File: src/rtl/windowed_accumulator.sv
// Windowed accumulator: ADD/SUB/LOAD/CLEAR on a registered accumulator, with a pulse every WINDOW operations.
// Define WINDOWED_ACCUMULATOR_SATURATE_EN to clamp on overflow/underflow instead of wrapping.
module windowed_accumulator #(
    parameter int WIDTH  = 16,
    parameter int WINDOW = 8,
    localparam int CNT_W = ($clog2(WINDOW) < 1) ? 1 : $clog2(WINDOW)
) (
    input  logic             clk,
    input  logic             reset,
    input  logic [WIDTH-1:0] in,
    input  logic             in_valid,
    input  logic [1:0]       op,
    output logic [WIDTH-1:0] out,
    output logic             out_valid,
    output logic [CNT_W-1:0] count,
    output logic             overflow
);

    localparam logic [1:0] OP_ADD   = 2'b00;
    localparam logic [1:0] OP_SUB   = 2'b01;
    localparam logic [1:0] OP_LOAD  = 2'b10;
    localparam logic [1:0] OP_CLEAR = 2'b11;

    localparam logic [CNT_W-1:0] COUNT_LAST = CNT_W'(WINDOW - 1);

    logic             window_start;
    logic [WIDTH-1:0] base;
    logic [WIDTH:0]   sum_ext;
    logic [WIDTH:0]   diff_ext;
    logic [WIDTH-1:0] result;
    logic             op_overflow;
    logic             last_op;

    // The accumulator restarts from zero once the previous window has been reported.
    assign base     = window_start ? '0 : out;
    assign sum_ext  = {1'b0, base} + {1'b0, in};
    assign diff_ext = {1'b0, base} - {1'b0, in};
    assign last_op  = (count == COUNT_LAST);

    always_comb begin
        result      = in;
        op_overflow = 1'b0;
        case (op)
            OP_ADD: begin
                op_overflow = sum_ext[WIDTH];
`ifdef WINDOWED_ACCUMULATOR_SATURATE_EN
                result = sum_ext[WIDTH] ? '1 : sum_ext[WIDTH-1:0];
`else
                result = sum_ext[WIDTH-1:0];
`endif
            end
            OP_SUB: begin
                op_overflow = diff_ext[WIDTH];
`ifdef WINDOWED_ACCUMULATOR_SATURATE_EN
                result = diff_ext[WIDTH] ? '0 : diff_ext[WIDTH-1:0];
`else
                result = diff_ext[WIDTH-1:0];
`endif
            end
            default: begin
                result      = in;
                op_overflow = 1'b0;
            end
        endcase
    end

    always_ff @(posedge clk) begin
        if (reset) begin
            out          <= '0;
            count        <= '0;
            out_valid    <= 1'b0;
            overflow     <= 1'b0;
            window_start <= 1'b1;
        end else if (in_valid) begin
            if (op == OP_CLEAR) begin
                out          <= '0;
                count        <= '0;
                out_valid    <= 1'b0;
                overflow     <= 1'b0;
                window_start <= 1'b1;
            end else begin
                out <= result;
                // The first operation of a window drops any overflow left from the last one.
                overflow <= (window_start ? 1'b0 : overflow) | op_overflow;
                if (last_op) begin
                    count        <= '0;
                    out_valid    <= 1'b1;
                    window_start <= 1'b1;
                end else begin
                    count        <= count + CNT_W'(1);
                    out_valid    <= 1'b0;
                    window_start <= 1'b0;
                end
            end
        end else begin
            out_valid <= 1'b0;
        end
    end

endmodule

File: config.mk
export PLATFORM = sky130hd
export DESIGN_NAME = windowed_accumulator
export DESIGN_NICKNAME = d
export VERILOG_FILES = /design/src/rtl/windowed_accumulator.sv
export SDC_FILE = /design/constraint.sdc
export NUM_CORES = 1
export LEC_CHECK = 0
export BUFFER_PORTS_ARGS = -buffer_cell sky130_fd_sc_hd__buf_2
export CORE_UTILIZATION = 59
export DETAILED_ROUTE_END_ITERATION = 10
export MAX_ROUTING_LAYER = met4
export PLACE_DENSITY = 0.84
export SETUP_SLACK_MARGIN = 0.2
export SLEW_MARGIN = 20
export SYNTH_ARGS = -nofsm -noshare
export SYNTH_HDL_FRONTEND = slang
export SYNTH_SLANG_ARGS = --single-unit
File: constraint.sdc
create_clock -name clk -period 3.4 [get_ports clk]
set_input_delay 0.17 -clock clk [delete_from_list [all_inputs] [get_ports clk]]
set_output_delay 0.17 -clock clk [all_outputs]
set_load 0.03 [all_outputs]
# Yosys cells after proc, flatten, opt, wreduce, memory -nomap -nowiden
# Index checks and enable logic that the tools add are counted.
# word_totals
register_bits,22
latch_bits,0
ramBits,0
romBits,0
out_inout_bits,21
memories,0
# op_classes
add_sub_neg,3
multipliers,0
div,0
magnitude_cmp,0
n_eq_ne,3
shift,0
muxes,10
n_bitwise,2
n_reduce_logical,2
# op_table
cell,count
$mux W16,2
$pmux W16 S2,1
$add A16 B16 Y17,1
$sub A16 B16 Y17,1
$mux W3,2
$mux W1,4
$add A3 B1 Y3 const B,1
$eq A3 B3 Y1 const B,1
$reduce_or A3 Y1,1
$eq A2 B1 Y1 const B,1
$eq A2 B2 Y1 const B,1
$logic_not A2 Y1,1
$pmux W1 S2,1
$not A1 Y1,1
$or A1 B1 Y1,1

# Depth between registers and ports, before layout
# depth
word_depth,5
depth_mapped,16
depth_no_buf,15

# Worst setup path after synthesis
# No wires, ideal clock.
# synth_timing
kind,register -> register
from,register window_start
to,register out[15]
setup_ps,103
t_arrival_ps,2866
t_required_ps,3297
path_slack_ps,430
path_stages_with_launch,13
period_less_slack_ps,2970
cell_sequence,dfxtp_1 -> buf_6 -> clkbuf_1 -> clkbuf_1 -> nor2b_1 -> ha_1 -> clkbuf_1 -> inv_1 -> a2111oi_0 -> o31ai_2 -> o211ai_1 -> a21oi_1 -> a2111oi_2
# synth_between
elab_chain_cells,4
word_cells_on_any_way,5
cone_classes,2 x add/sub; 3 x mux
# synth_rtl
item,line_no,text
"start, declared",26,logic window_start;
"start signal, assigned",73,window_start <= 1'b1;
"start signal, assigned",80,window_start <= 1'b1;
"start signal, assigned",88,window_start <= 1'b1;
$mux W16 *,35,assign base = window_start ? '0 : out;
$sub A16 B16 Y17 or $add A16 B16 Y17 (tied branches),"37, 36",
$pmux W16 S2 *,43,case (op)
$mux W16 *,75,if (op == OP_CLEAR) begin
"end signal, assigned",82,out <= result;
"end, declared",13,"output logic [WIDTH-1:0] out,"
# Mark *: on every way between the ends. The rest lies on a longest branch, timed or not.
# A chain may end at the register's enable or synchronous reset.

# Worst setup path after layout
# layout_timing
from,register window_start
to,register out[13]
# Same word-level chain as after synthesis.

==> impl_metrics.tcl <==
set metrics [dict create \
    report.final.slew_viol_count 0 \
    chipHeight_um 74.9 \
    cts.sink_count 22 \
    share_of_final_layout_standard_cells_stronger_than_drive_strength_1_pct 16.8 \
    path_clk_slew_ns 0.09 \
    cts_tree "built" \
    worst_slew_pin_slew_ns 0.758 \
    hp-class "input pin to register" \
    final.setup.tns_ns 0 \
    detailroute.via_count 3470 \
    global_route.overflow_total 0 \
    gp_congestion 0.975 \
    hold_violations 0 \
    grt_antenna_before_repair 1 \
    final.period_utilization_pct 88.1 \
    critical_path.max_fanout 5 \
    synth-edff-count 0 \
    detail_route.first_pass.iterations 5 \
    startpoint_type "register" \
    maximum_number_of_pins_on_one_net_before_global_route_repair 44 \
    netlist_top_cells_count "sky130_fd_sc_hd__nor2_1, sky130_fd_sc_hd__nand2_1, sky130_fd_sc_hd__a21oi_1, sky130_fd_sc_hd__inv_1, sky130_fd_sc_hd__o21ai_0" \
    max-clock-path-buffers 2 \
    fp.dieW_um 74.9 \
    clk_skew_ns 0.00347 \
    timing.max_cap.violations 0 \
    post-route-drc-count 0 \
    synth.avg_cell_area_um2 6.99 \
    worst-setup-path-type "register to register" \
    synth_area_leaders "sky130_fd_sc_hd__dfxtp_1, sky130_fd_sc_hd__ha_1, sky130_fd_sc_hd__nor2_1" \
    synth_cells 449 \
    async_set_reset_flop_share_out_of_synthesis_pct 0 \
    routedWlPerCell_um 16.5 \
    core_outline_area_mm2 0.00511 \
    fillerInstances 487 \
    placed_cell_area_mm2 0.00332 \
    die_area_mm2 0.00562 \
    ys_seq_area_share_pct 14.0 \
    synthFlopType "sky130_fd_sc_hd__dfxtp_1" \
    worst-endpoint-required_ns 3.57 \
    finalWirelength_um 8940 \
    fp-row-count 26 \
    ctsHtreeMaxLevel 1 \
    synth.net_count 491 \
    nets 514 \
    leakage_nw 1.43 \
    end_kind "register" \
    yosysMostFrequentCell "sky130_fd_sc_hd__nor2_1" \
    cp.arrival_ns 3.17 \
    global_route_wire_length_before_repair_um 14000 \
    vdd_ir_drop_max_v 0.000147 \
    pin_count 42 \
    fin_crit_ns 3.00 \
    insertion_delay_ns 0.27 \
    finalHoldWorstSlack_ns 0.177 \
    report.final.setup_viol 0 \
    holdPathStages 3 \
    drt-vias-per-instance 6.40 \
    root_buffer "sky130_fd_sc_hd__clkbuf_8" \
    slew_headroom_pct 49.5 \
    power_density_mw_per_mm2 252 \
    yosys_register_bits 22 \
    first_iteration_detailed_routing_drc_count 403 \
    synth_cell_types 77 \
    synth_top_area_share_pct 14.0 \
    antenna_left 0 \
    synth.cell_area_mm2 0.00314 \
    hpwlAfterDp_um 6390 \
    synthToLayoutAreaGrowth_pct 8.81 \
    groute.usage.overall_pct 33.3 \
    io_buffers 41 \
    first_global_vias 2999 \
    status "finished, final reports clean" \
    synth_top_area_cell "sky130_fd_sc_hd__dfxtp_1" \
    rsz_0062_raised_after_global_routing "true" \
    synthesis.yosys.warnings 0 \
    layout.cell_area.non_filler_mm2 0.00342 \
    cts_inserted_buffers 3 \
    floorplan.initialDensity_pct 61.5 \
    register_to_register_path_depth 13 \
    timing.fmax_mhz 334 \
]
==> path summary, 6_finish.rpt <==
kind,from,to,slack (ns)
worst max-delay path,window_start$_SDFFE_PP1P_,out[13]$_SDFFE_PP0P_,0.40
worst min-delay path,in[11],out[11]$_SDFFE_PP0P_,0.18
worst max register to register,window_start$_SDFFE_PP1P_,out[13]$_SDFFE_PP0P_,0.40
worst min register to register,count[2]$_SDFFE_PP0P_,count[2]$_SDFFE_PP0P_,0.49
==> cell families after synthesis <==
group	share of synthesized area, %
multiplexers	0.957
XOR/XNOR	6.97
adder cells (fa/ha/maj)	9.37
AO/OA/AOI/OAI	34.4
flip-flops	14.0
AND/OR/NAND/NOR	26.2
buffers and inverters	8.09
==> layout make-up <==
class | instances | area [um2] | area share [%]
diodes | 1 | 2.50 | 0.0733
inverters | 31 | 116 | 3.41
flip-flops and latches | 22 | 442 | 12.9
well taps | 70 | 87.6 | 2.56
repair buffers | 47 | 254 | 7.44
multi-input cells | 367 | 2460 | 72.0
clock buffers | 4 | 55.1 | 1.61
==> registers in the layout, indices dropped and copies added, names as in the netlist <==
register and count:
count 3, out 16, out_valid 1, overflow 1
window_start 1
==> what timing repair did <==
item | in CTS | in global routing
gates resized for setup | 0 | 6
hold buffers | 0 | 0
buffers inserted | 0 | 2
setup endpoints to repair | 0 | 6
==> worst max-delay path, stage by stage, from the launching register on <==
cell	delay (ns)
sky130_fd_sc_hd__dfxtp_1	0.37
sky130_fd_sc_hd__inv_2	0.07
sky130_fd_sc_hd__nand2_1	0.09
sky130_fd_sc_hd__ha_1	0.22
sky130_fd_sc_hd__nor2_1	0.07
sky130_fd_sc_hd__maj3_2	0.35
sky130_fd_sc_hd__o22ai_2	0.20
sky130_fd_sc_hd__a31oi_1	0.17
sky130_fd_sc_hd__a22oi_2	0.31
sky130_fd_sc_hd__nand2_2	0.11
sky130_fd_sc_hd__a311oi_4	0.27
sky130_fd_sc_hd__o211ai_1	0.16
sky130_fd_sc_hd__xnor2_1	0.15
sky130_fd_sc_hd__a2111oi_2	0.36
==> layer usage <==
metal	global-route usage [%]	part of all wire (%)	vias up
met4	13.0	2.5	0
met1	44.3	43	1604
li1	-	-	1652
met3	4.55	8.7	22
met5	-	0	-
met2	51.1	46	192
==> where the power goes <==
group          switching, mW  total (mW)  internal [mW]
sequential            0.0236       0.299          0.275
clock                  0.101       0.205          0.104
combinational          0.229       0.359          0.130
total                  0.354       0.862          0.508
==> through the flow <==
| stage | setup slack, ns | cells | util, % | total power [mW] |
|---|---|---|---|---|
| floorplan | 0.430 | 449 | - | 0.567 |
| global route | 0.193 | 542 | 66.9 | 0.913 |
| finish | 0.403 | 542 | 66.9 | 0.862 |
| detailed placement | 0.348 | 535 | 65.1 | 0.651 |
| CTS | 0.324 | 539 | 66.2 | 0.856 |
| global placement | 0.476 | 535 | 65.1 | 0.643 |
==> layout by cell type, fill, tap and decap left out, types with 3 or more instances in the layout <==
master	netlist	routed
sky130_fd_sc_hd__a211oi_1	6	6
sky130_fd_sc_hd__a21o_1	6	6
sky130_fd_sc_hd__a21oi_1	33	32
sky130_fd_sc_hd__a311oi_1	3	3
sky130_fd_sc_hd__a31oi_1	9	9
sky130_fd_sc_hd__and3_1	5	5
sky130_fd_sc_hd__buf_2	5	41
sky130_fd_sc_hd__buf_4	2	5
sky130_fd_sc_hd__clkbuf_8	0	4
sky130_fd_sc_hd__dfxtp_1	22	21
sky130_fd_sc_hd__ha_1	21	21
sky130_fd_sc_hd__inv_1	30	30
sky130_fd_sc_hd__mux2i_1	3	3
sky130_fd_sc_hd__nand2_1	35	35
sky130_fd_sc_hd__nand2b_1	12	12
sky130_fd_sc_hd__nand3_1	12	12
sky130_fd_sc_hd__nand3b_1	3	3
sky130_fd_sc_hd__nor2_1	51	51
sky130_fd_sc_hd__nor2b_1	14	14
sky130_fd_sc_hd__nor3_1	15	15
sky130_fd_sc_hd__nor3b_1	3	3
sky130_fd_sc_hd__o211ai_1	13	13
sky130_fd_sc_hd__o21ai_0	23	22
sky130_fd_sc_hd__o21ai_1	6	6
sky130_fd_sc_hd__o21ai_2	3	4
sky130_fd_sc_hd__o22a_1	3	3
sky130_fd_sc_hd__or3_1	3	3
sky130_fd_sc_hd__xnor2_1	21	21
sky130_fd_sc_hd__xor2_1	4	4
No activity file was read; power rests on OpenSTA's default activity.
